===== config.mk =====
export PLATFORM = sky130hd
export DESIGN_NAME = axis_cap_gate
export DESIGN_NICKNAME = d
export VERILOG_FILES = /design/src/rtl/axis_cap_pkg.sv /design/src/rtl/sync_fifo_fwft.sv /design/src/rtl/axis_cap_gate.sv
export SDC_FILE = /design/constraint.sdc
export NUM_CORES = 2
export LEC_CHECK = 0
export ABC_CLOCK_PERIOD_IN_PS = 13550
export BUFFER_PORTS_ARGS = -buffer_cell sky130_fd_sc_hd__buf_2
export CORE_AREA = 4 4 372 374
export CTS_CLUSTER_DIAMETER = 200
export CTS_CLUSTER_SIZE = 8
export DETAILED_ROUTE_END_ITERATION = 6
export DIE_AREA = 0 0 376 378
export PLACE_DENSITY = 0.81
export SLEW_MARGIN = 25
export SYNTH_ARGS = -nofsm -noshare
export SYNTH_HDL_FRONTEND = slang
export SYNTH_SLANG_ARGS = --single-unit
export TNS_END_PERCENT = 20

===== constraint.sdc =====
create_clock -name axi_aclk -period 13.55 [get_ports axi_aclk]
set_input_delay 0.6775 -clock axi_aclk [delete_from_list [all_inputs] [get_ports axi_aclk]]
set_output_delay 0.6775 -clock axi_aclk [all_outputs]
set_load 0.005 [all_outputs]

===== src/rtl/axis_cap_pkg.sv =====
// -----------------------------------------------------------------------------
// axis_cap_pkg
// Shared definitions for the ADC capture gate: the capture FSM state type,
// default geometry and a helper that turns a stream width into the shift that
// converts a byte count into a beat count.
// -----------------------------------------------------------------------------
package axis_cap_pkg;

    localparam int DEFAULT_DATA_W     = 128;
    localparam int DEFAULT_FIFO_DEPTH = 16;
    localparam int BEAT_BYTES         = DEFAULT_DATA_W / 8;

    typedef enum logic [1:0] {
        IDLE    = 2'd0,
        ARMED   = 2'd1,
        CAPTURE = 2'd2,
        DRAIN   = 2'd3
    } cap_state_t;

    // Right-shift that converts a byte count into whole beats of data_w bits.
    function automatic int beat_shift(input int data_w);
        return $clog2(data_w / 8);
    endfunction

endpackage


===== src/rtl/sync_fifo_fwft.sv =====
// -----------------------------------------------------------------------------
// sync_fifo_fwft
// Single-clock first-word-fall-through FIFO. The head entry is presented on
// dout whenever empty is low; rd_en pops it. A write into a full FIFO is
// accepted when a read happens in the same cycle.
//
// Ports:
//   axi_aclk  clock
//   axi_rst   synchronous active-high reset (empties the FIFO)
//   flush     synchronous flush, same effect as reset on the pointers
//   wr_en     write request, din captured if space (or simultaneous read)
//   din       write data
//   rd_en     pop the head entry (ignored when empty)
//   dout      head entry
//   full      no free entries
//   empty     no valid entries
// -----------------------------------------------------------------------------
module sync_fifo_fwft #(
    parameter int WIDTH = 129,
    parameter int DEPTH = 16
) (
    input  logic             axi_aclk,
    input  logic             axi_rst,
    input  logic             flush,
    input  logic             wr_en,
    input  logic [WIDTH-1:0] din,
    input  logic             rd_en,
    output logic [WIDTH-1:0] dout,
    output logic             full,
    output logic             empty
);

    localparam int AW = $clog2(DEPTH);
    localparam logic [AW:0] PTR_ONE = 1;

    logic [WIDTH-1:0] mem [DEPTH];
    logic [AW:0]      wr_ptr;
    logic [AW:0]      rd_ptr;
    logic             do_wr;
    logic             do_rd;

    // Pointers carry one extra wrap bit so full and empty are distinguishable.
    assign empty = (wr_ptr == rd_ptr);
    assign full  = (wr_ptr[AW] != rd_ptr[AW]) && (wr_ptr[AW-1:0] == rd_ptr[AW-1:0]);
    assign do_rd = rd_en && !empty;
    assign do_wr = wr_en && (!full || do_rd);
    assign dout  = mem[rd_ptr[AW-1:0]];

    always_ff @(posedge axi_aclk) begin
        // NOTE: state registers use non-blocking assignments so every flop
        // samples pre-edge values regardless of block ordering.
        if (axi_rst || flush) begin
            wr_ptr <= '0;
            rd_ptr <= '0;
        end else begin
            if (do_wr) wr_ptr <= wr_ptr + PTR_ONE;
            if (do_rd) rd_ptr <= rd_ptr + PTR_ONE;
        end
    end

    // NOTE: the storage array is deliberately not reset; the pointers alone
    // define which entries are valid, and leaving it unreset lets it map to RAM.
    always_ff @(posedge axi_aclk) begin
        if (do_wr) mem[wr_ptr[AW-1:0]] <= din;
    end

endmodule


===== src/rtl/axis_cap_gate.sv =====
// -----------------------------------------------------------------------------
// axis_cap_gate
// Trigger-gated capture of a non-stallable ADC sample stream into an
// AXI-Stream output for a DMA writer. A one-cycle arm pulse latches the
// capture length; the next rising edge of trigger starts capture; exactly
// cap_size/BEAT_BYTES beats are buffered and forwarded, after which the
// block drains its buffer and pulses cap_done. Samples arriving while the
// buffer is full are dropped and flagged on the sticky overflow output.
//
// Optional feature: define AXIS_CAP_GATE_TLAST_EN to mark the final captured
// beat with m_axis_tlast. Without it tlast is tied low and the buffer does not
// carry a tlast bit.
//
// Ports:
//   axi_aclk       clock
//   axi_rst        synchronous active-high reset
//   s_tdata        ADC sample beat
//   s_tvalid       sample valid (the source cannot be stalled)
//   trigger        level trigger; its rising edge starts capture
//   arm            one-cycle pulse, latches cap_size and arms
//   abort          one-cycle pulse, cancels any operation
//   cap_size       capture length in bytes
//   m_axis_tdata   output beat
//   m_axis_tvalid  output valid
//   m_axis_tready  downstream ready
//   m_axis_tlast   last beat of capture (feature-dependent)
//   busy           FSM is not idle
//   cap_done       one-cycle completion pulse
//   overflow       sticky sample-drop flag, cleared on arm
//   beat_cnt       beats captured in the current or last run (saturating)
// -----------------------------------------------------------------------------
module axis_cap_gate
    import axis_cap_pkg::*;
#(
    parameter int DATA_W     = DEFAULT_DATA_W,
    parameter int FIFO_DEPTH = DEFAULT_FIFO_DEPTH
) (
    input  logic              axi_aclk,
    input  logic              axi_rst,
    input  logic [DATA_W-1:0] s_tdata,
    input  logic              s_tvalid,
    input  logic              trigger,
    input  logic              arm,
    input  logic              abort,
    input  logic [31:0]       cap_size,
    output logic [DATA_W-1:0] m_axis_tdata,
    output logic              m_axis_tvalid,
    input  logic              m_axis_tready,
    output logic              m_axis_tlast,
    output logic              busy,
    output logic              cap_done,
    output logic              overflow,
    output logic [31:0]       beat_cnt
);

    localparam int BEAT_SHIFT = beat_shift(DATA_W);
`ifdef AXIS_CAP_GATE_TLAST_EN
    localparam int FIFO_W = DATA_W + 1;
`else
    localparam int FIFO_W = DATA_W;
`endif

    cap_state_t        state;
    cap_state_t        state_nxt;
    logic              trig_q;
    logic [31:0]       total;
    logic [31:0]       arm_total;
    logic              trig_rise;
    logic              capturing;
    logic              rd_fire;
    logic              wr_req;
    logic              wr_fire;
    logic              drop;
    logic              last_beat;
    logic [FIFO_W-1:0] fifo_din;
    logic [FIFO_W-1:0] fifo_dout;
    logic              fifo_full;
    logic              fifo_empty;

    always_comb begin
        trig_rise = trigger && !trig_q;
        arm_total = cap_size >> BEAT_SHIFT;
        // The cycle in which the trigger rises already captures a valid sample.
        capturing = (state == CAPTURE) || ((state == ARMED) && trig_rise);
        rd_fire   = m_axis_tvalid && m_axis_tready;
        wr_req    = capturing && s_tvalid && !abort;
        // A full buffer still accepts a beat when the head leaves this cycle.
        wr_fire   = wr_req && (!fifo_full || rd_fire);
        drop      = wr_req && !wr_fire;
        last_beat = wr_fire && ((beat_cnt + 32'd1) == total);
    end

    // Next-state logic
    always_comb begin
        // NOTE: every combinational output gets a default first so no path
        // leaves it unassigned, which would otherwise infer a latch.
        state_nxt = state;
        unique case (state)
            IDLE:    if (arm) state_nxt = (arm_total == 32'd0) ? DRAIN : ARMED;
            ARMED:   if (trig_rise) state_nxt = last_beat ? DRAIN : CAPTURE;
            CAPTURE: if (last_beat) state_nxt = DRAIN;
            DRAIN:   if (fifo_empty) state_nxt = IDLE;
            default: state_nxt = IDLE;
        endcase
        if (abort) state_nxt = IDLE;
    end

    always_ff @(posedge axi_aclk) begin
        if (axi_rst) begin
            state    <= IDLE;
            trig_q   <= 1'b0;
            total    <= '0;
            beat_cnt <= '0;
            overflow <= 1'b0;
        end else begin
            state  <= state_nxt;
            trig_q <= trigger;
            if ((state == IDLE) && arm && !abort) begin
                total    <= arm_total;
                beat_cnt <= '0;
                overflow <= 1'b0;
            end else begin
                if (wr_fire && (beat_cnt != '1)) beat_cnt <= beat_cnt + 32'd1;
                if (drop) overflow <= 1'b1;
            end
        end
    end

`ifdef AXIS_CAP_GATE_TLAST_EN
    assign fifo_din     = {last_beat, s_tdata};
    assign m_axis_tlast = !fifo_empty && fifo_dout[DATA_W];
`else
    assign fifo_din     = s_tdata;
    assign m_axis_tlast = 1'b0;
`endif

    sync_fifo_fwft #(
        .WIDTH (FIFO_W),
        .DEPTH (FIFO_DEPTH)
    ) u_fifo (
        .axi_aclk (axi_aclk),
        .axi_rst  (axi_rst),
        .flush    (abort),
        .wr_en    (wr_fire),
        .din      (fifo_din),
        .rd_en    (rd_fire),
        .dout     (fifo_dout),
        .full     (fifo_full),
        .empty    (fifo_empty)
    );

    // Data is masked while empty so stale buffer contents never reach the port.
    assign m_axis_tvalid = !fifo_empty;
    assign m_axis_tdata  = fifo_empty ? '0 : fifo_dout[DATA_W-1:0];
    assign busy          = (state != IDLE);
    assign cap_done      = (state == DRAIN) && fifo_empty && !abort;

endmodule


---- Word level (Yosys, flattened, before mapping) ----
Memories as Yosys holds them, arrays and structs flattened. A register that Yosys moved wholly into a read port is not among the register bits.
Cells that the tools add are included.
storage, ports and cells
  bits of input ports ..................... 167
  memories kept ........................... 1
  memory bits (writable) .................. 2048
  output and inout port bits .............. 165
  register bits ........................... 74
memory list
  memory      depth  bits a word  read ports  clocked after Yosys merged registers in  wr ports  line                  RTL
  u_fifo.mem  16     128          1           1                                        1         sync_fifo_fwft.sv:36  logic [WIDTH-1:0] mem [DEPTH];
cells by class
  add/subtract/negate cells ............... 3
  equal/unequal tests ..................... 12
  mux-type cells .......................... 12
  reductions and logical operators ........ 31
operator list
  operator                                        count
  two-way mux 128 bit                             1
  adder 32 x 1 -> 32 bit (second input constant)  1
  == test 32 x 28 -> 1 bit                        1
  zero test 32 bit                                1
  inequality test 32 bit (second input constant)  1
  logical AND 1 bit                               16
  adder 5 x 1 -> 5 bit (second input constant)    2
  two-way mux 2 bit                               5
  two-way mux 4 bit                               2
  inequality test 2 bit (second input constant)   4
  one-hot mux 2 bit (4 select lines)              1
  == test 5 bit                                   1
  zero test 1 bit                                 5
  == test 2 bit (second input constant)           2
  == test 4 bit                                   1
  logical OR 1 bit                                4
  AND reduction 4 bit                             1
  OR reduction 2 bit                              2
  two-way mux 1 bit                               3
  == test 2 x 1 -> 1 bit (second input constant)  1
  zero test 2 bit                                 1
  nonzero test 2 bit                              1
  inequality test 1 bit                           1

---- Longest topological paths before layout ----
  depth after elaboration ................. 11
  depth in mapped cells ................... 11
  mapped depth without buffers ............ 11

---- Cells and area by module ----
Synthesis repeated with hierarchy kept, for this count alone.
unflattened totals
  cell total of the unflattened synthesis .. 3776
  area total of the unflattened synthesis .. 82618.0 um^2
by module, submodules not included
  module          times used  cells an instance  area each (um^2)  seq. area each (um^2)
  sync_fifo_fwft  1           3130               77884.7           61779.3
  axis_cap_gate   1           646                4733.3            1281.2

---- Worst setup path after synthesis ----
No wires, ideal clock.
  kind .................................... input -> register
  start ................................... input abort
  end ..................................... memory u_fifo.mem[3][0] in the netlist's numbering (enable)
  stages .................................. 5
  data arrival time ....................... 10147 ps
  required time ........................... 12778 ps
  library setup time ...................... 772 ps
  buffers on the path ..................... 0
  slack ................................... 2632 ps
  cell sequence ........................... nand2b_1 -> a21oi_1 -> nor2b_1 -> nand2_1 -> nor3_1
on the way
  longest elaborated chain between the ends .. 6
RTL lines
  element                                  line                  RTL
  start, declared                          axis_cap_gate.sv:44   input logic abort,
  zero test 1 bit                          axis_cap_gate.sv:86   wr_req = capturing && s_tvalid && !abort;
  logical AND 1 bit                        axis_cap_gate.sv:86
  logical AND 1 bit                        axis_cap_gate.sv:88   wr_fire = wr_req && (!fifo_full || rd_fire);
  logical AND 1 bit                        sync_fifo_fwft.sv:46  assign do_wr = wr_en && (!full || do_rd);
  two-way mux 1 bit                        sync_fifo_fwft.sv:64  if (do_wr) mem[wr_ptr[AW-1:0]] <= din;
  two-way mux 1 bit (implied by the code)  sync_fifo_fwft.sv:64
  end, declared                            sync_fifo_fwft.sv:36
Every way passes these cells.

==> metrics.md <==
| Metric | Value |
|---|---|
| Arrival time worst endpoint | `4960 ps` |
| Critical path's top delay family | `buffers and inverters` |
| Initial Util | `60.6%` |
| Resized cells post-CTS | `0` |
| Final WS setup | `7910 ps` |
| Number of global-route vias before repair | `42400` |
| Largest family of logic cells by synthesized area | `multiplexers` |
| Hold WC Path Type | `in -> reg` |
| IO buf count | `326` |
| Slew HR | `26.8%` |
| Cts bufs inserted | `315` |
| Yosys warns | `0` |
| Worst setup SP type | `flop` |
| Routed wire per std cell | `35.0 µm` |
| Core area | `135000 µm²` |
| Synth cell types | `60` |
| Syn nets | `3706` |
| Final Hold Violating Endpoints | `0` |
| Residual DRC | `0` |
| Pre-CTS worst setup slack | `8530 ps` |
| Largest net degree at the start of global routing | `152` |
| CTS root buf | `clkbuf_16` |
| Filler instances | `7554` |
| Clock skew after layout | `45.8 ps` |
| CP endpoint kind | `primary output` |
| Max cap viols | `0` |
| Ratio of cells with drive above 1 in the final layout | `34.3%` |
| Area leader, netlist | `edfxtp_1` |
| Yosys reg bits | `2126` |
| Finish-stage setup viols | `0` |
| Avg Cell Area, Syn | `23.2 µm²` |
| Tmin final | `5640 ps` |
| Grt total ovfl | `0` |
| Slowest cell on the critical path | `buf_4` |
| Post-Route WL | `207000 µm` |
| CP required | `12870 ps` |
| Post-Syn Instances | `3528` |
| Initial DRC count | `5796` |
| Fmax achieved | `177 MHz` |
| RSZ-0062 raised after global routing | `no` |
| Synth Cell Area | `81700 µm²` |
| Finished Layout Cells | `5907` |
| Clk buf depth | `4` |
| Global Route Usage Sum | `29.6%` |
| Via/cell ratio | `6.86` |
| XOR/XNOR Fraction of Synth Area | `0.889%` |
| Top_reg_cell synth | `edfxtp_1` |
| Row count | `135` |
| Vias after detailed routing | `40500` |
| Die Span Y | `378 µm` |
| Power Dens Cells | `150 nW/µm²` |
| Final ANT Viol Nets | `0` |
| Ports | `332` |
| Setup TNS | `0 ps` |
| Max stage delay on crit path | `910 ps` |
| Adder-Cell Fraction of Synth Area | `0.168%` |
| Final core utilization | `69.7%` |
| Post-placement cell count | `5519` |
| Lkg Pwr | `29.5 nW` |
| Reg-to-reg setup timing slack | `8810 ps` |
| Synth Area in Compound Gates | `0.553%` |
| VDD IR max | `0.131 mV` |
| Tcrit/Tclk final | `41.6%` |
| Initial antenna violation count | `46` |
| H-tree Lvls | `5` |
| Final nets | `4248` |
| Post-synthesis simple-gate area fraction | `2.59%` |
| First-pass GRT wire length | `299000 µm` |
| CP Class | `reg -> out` |
| Final-report max-slew violation count | `0` |
| Dpl hpwl | `92200 µm` |
| DR pass1 iterations | `6` |
| Post-synth ARST share | `0%` |
| WP buf/inv | `3` |
| Least-Margin Pin Slew | `1090 ps` |
| Hold_buf cts | `13` |
| Post-CTS Setup Bufs | `0` |
| Die W | `376 µm` |
| Routability cong. | `0.892` |
| Crit-path max FO | `69` |
| Skew-Pair Late Insertion Delay | `930 ps` |
| Mux cell area share after synthesis | `17.7%` |
| Sequential area share after synthesis | `77.1%` |
| CTS tree | `built` |
| EDFF count, synth | `2048` |
| Clock sink count | `2126` |
| CP Cell Sequence | `buf_4, buf_4, mux4_2, mux4_2, and2_1, buf_2` |
| Synth-to-layout area growth | `15.1%` |
| Top post-synthesis cells by area | `edfxtp_1 75%, mux4_2 18%, dfxtp_1 1.9%` |
| Synth top area share | `75.2%` |
| Clock transition at path regs | `60 ps` |
| Die area | `142000 µm²` |
| Status | `completed` |
[cells in the final DEF (no fill, tap or decap), drive strengths merged, types with 30 or more instances in the layout]
master  instances
nand2          89
nor2           69
xnor2          49
diode          30
a21oi          35
buf           399
edfxtp       2048
clkbuf        338
mux4          640
dfxtp          78
and2          135
xor2           34
[flip-flops by register name, indices dropped and copies added (netlist names), named ones only]
register / flops
u_fifo.mem: 2048
beat_cnt: 32
total: 28
u_fifo.rd_ptr: 5
u_fifo.wr_ptr: 5
state: 2
overflow: 1
trig_q: 1
[worst register-to-register path, cell delays in order, from the launching register on]
cell and delay (ps):
dfxtp_1 340, inv_1 130, ha_1 210, nand3b_1 90
a21oi_1 280, nor2b_1 560, nand2_1 450, nor2_4 720
buf_4 640, buf_4 870
[metal layers]
| metal | share of wire, % | track usage [%] | wire length (µm) |
|---|---|---|---|
| met5 | 0.094 | 0 | 195 |
| met1 | 36 | 38.9 | 73500 |
| met2 | 51 | 48.1 | 105000 |
| met3 | 9.8 | 7.79 | 20300 |
| met4 | 3.8 | 12.1 | 7770 |
[per-stage QoR]
step,instance area (µm²),power [mW],hold slack [ps]
floorplan,81700,7.42,441
global placement,85700,7.52,456
detailed placement,85700,7.53,464
CTS,94000,14.2,2.55
global route,94100,14.5,39.1
finish,94100,14.1,57.3
[synth_stat cells, types with 3 or more instances]
master and number:
nand2b_1 8, mux2i_1 5, inv_1 13, a21oi_1 35
buf_1 45, xnor2_1 49, nand3_1 14, xor2_1 34
o21ai_0 4, mux4_2 640, or2_2 3, and2_1 134
nor2_1 69, nor2b_1 3, a31oi_1 3, nor4_1 11
nor3_1 14, edfxtp_1 2048, ha_1 11, buf_2 6
a211oi_1 3, nand3b_1 3, or3_1 3, nand4_1 19
buf_4 4, nand2_1 89, and3_1 4, nor4_2 3
clkbuf_1 131, nand4_2 3, and4_1 3, dfxtp_1 78
[power by group]
part | internal (mW) | leakage [nW] | total [mW] | switching, mW
logic | 0.0558 | 6.46 | 0.188 | 0.133
clock network | 4.14 | 4.00 | 6.71 | 2.57
registers | 7.23 | 19.0 | 7.23 | 0.00722
total | 11.4 | 29.5 | 14.1 | 2.71
[cells by family after synthesis]
kind of cell / count (synthesis)
simple gates: 393
buf+inv: 200
mux: 646
flops: 2126
compound gates: 68
xor+xnor: 83
fa+ha+maj: 11
other cells: 1
[final timing paths]
path | start | end | cells past startpoint
max | flop | m_axis_tdata[93] | 6
min | cap_size[9] | total[5]$_SDFFE_PP0P_ | 3
max reg2reg | state[1]$_SDFFE_PP0P_ | u_fifo.mem[7][31]$_DFFE_PP_ | 9
min reg2reg | total[0]$_SDFFE_PP0P_ | total[0]$_SDFFE_PP0P_ | 2
[final cells by class]
class,instances,area (µm²),share of cell area [%]
well taps,1781,2230,2.37
flip-flops and latches,2126,63100,67.0
diodes,30,75.1,0.0798
repair buffers,412,2500,2.66
clock buffers,338,8100,8.60
multi-input cells,1202,18000,19.2
clock inverters,5,38.8,0.0412
inverters,13,48.8,0.0519
Power figures use the tool's default switching activity.
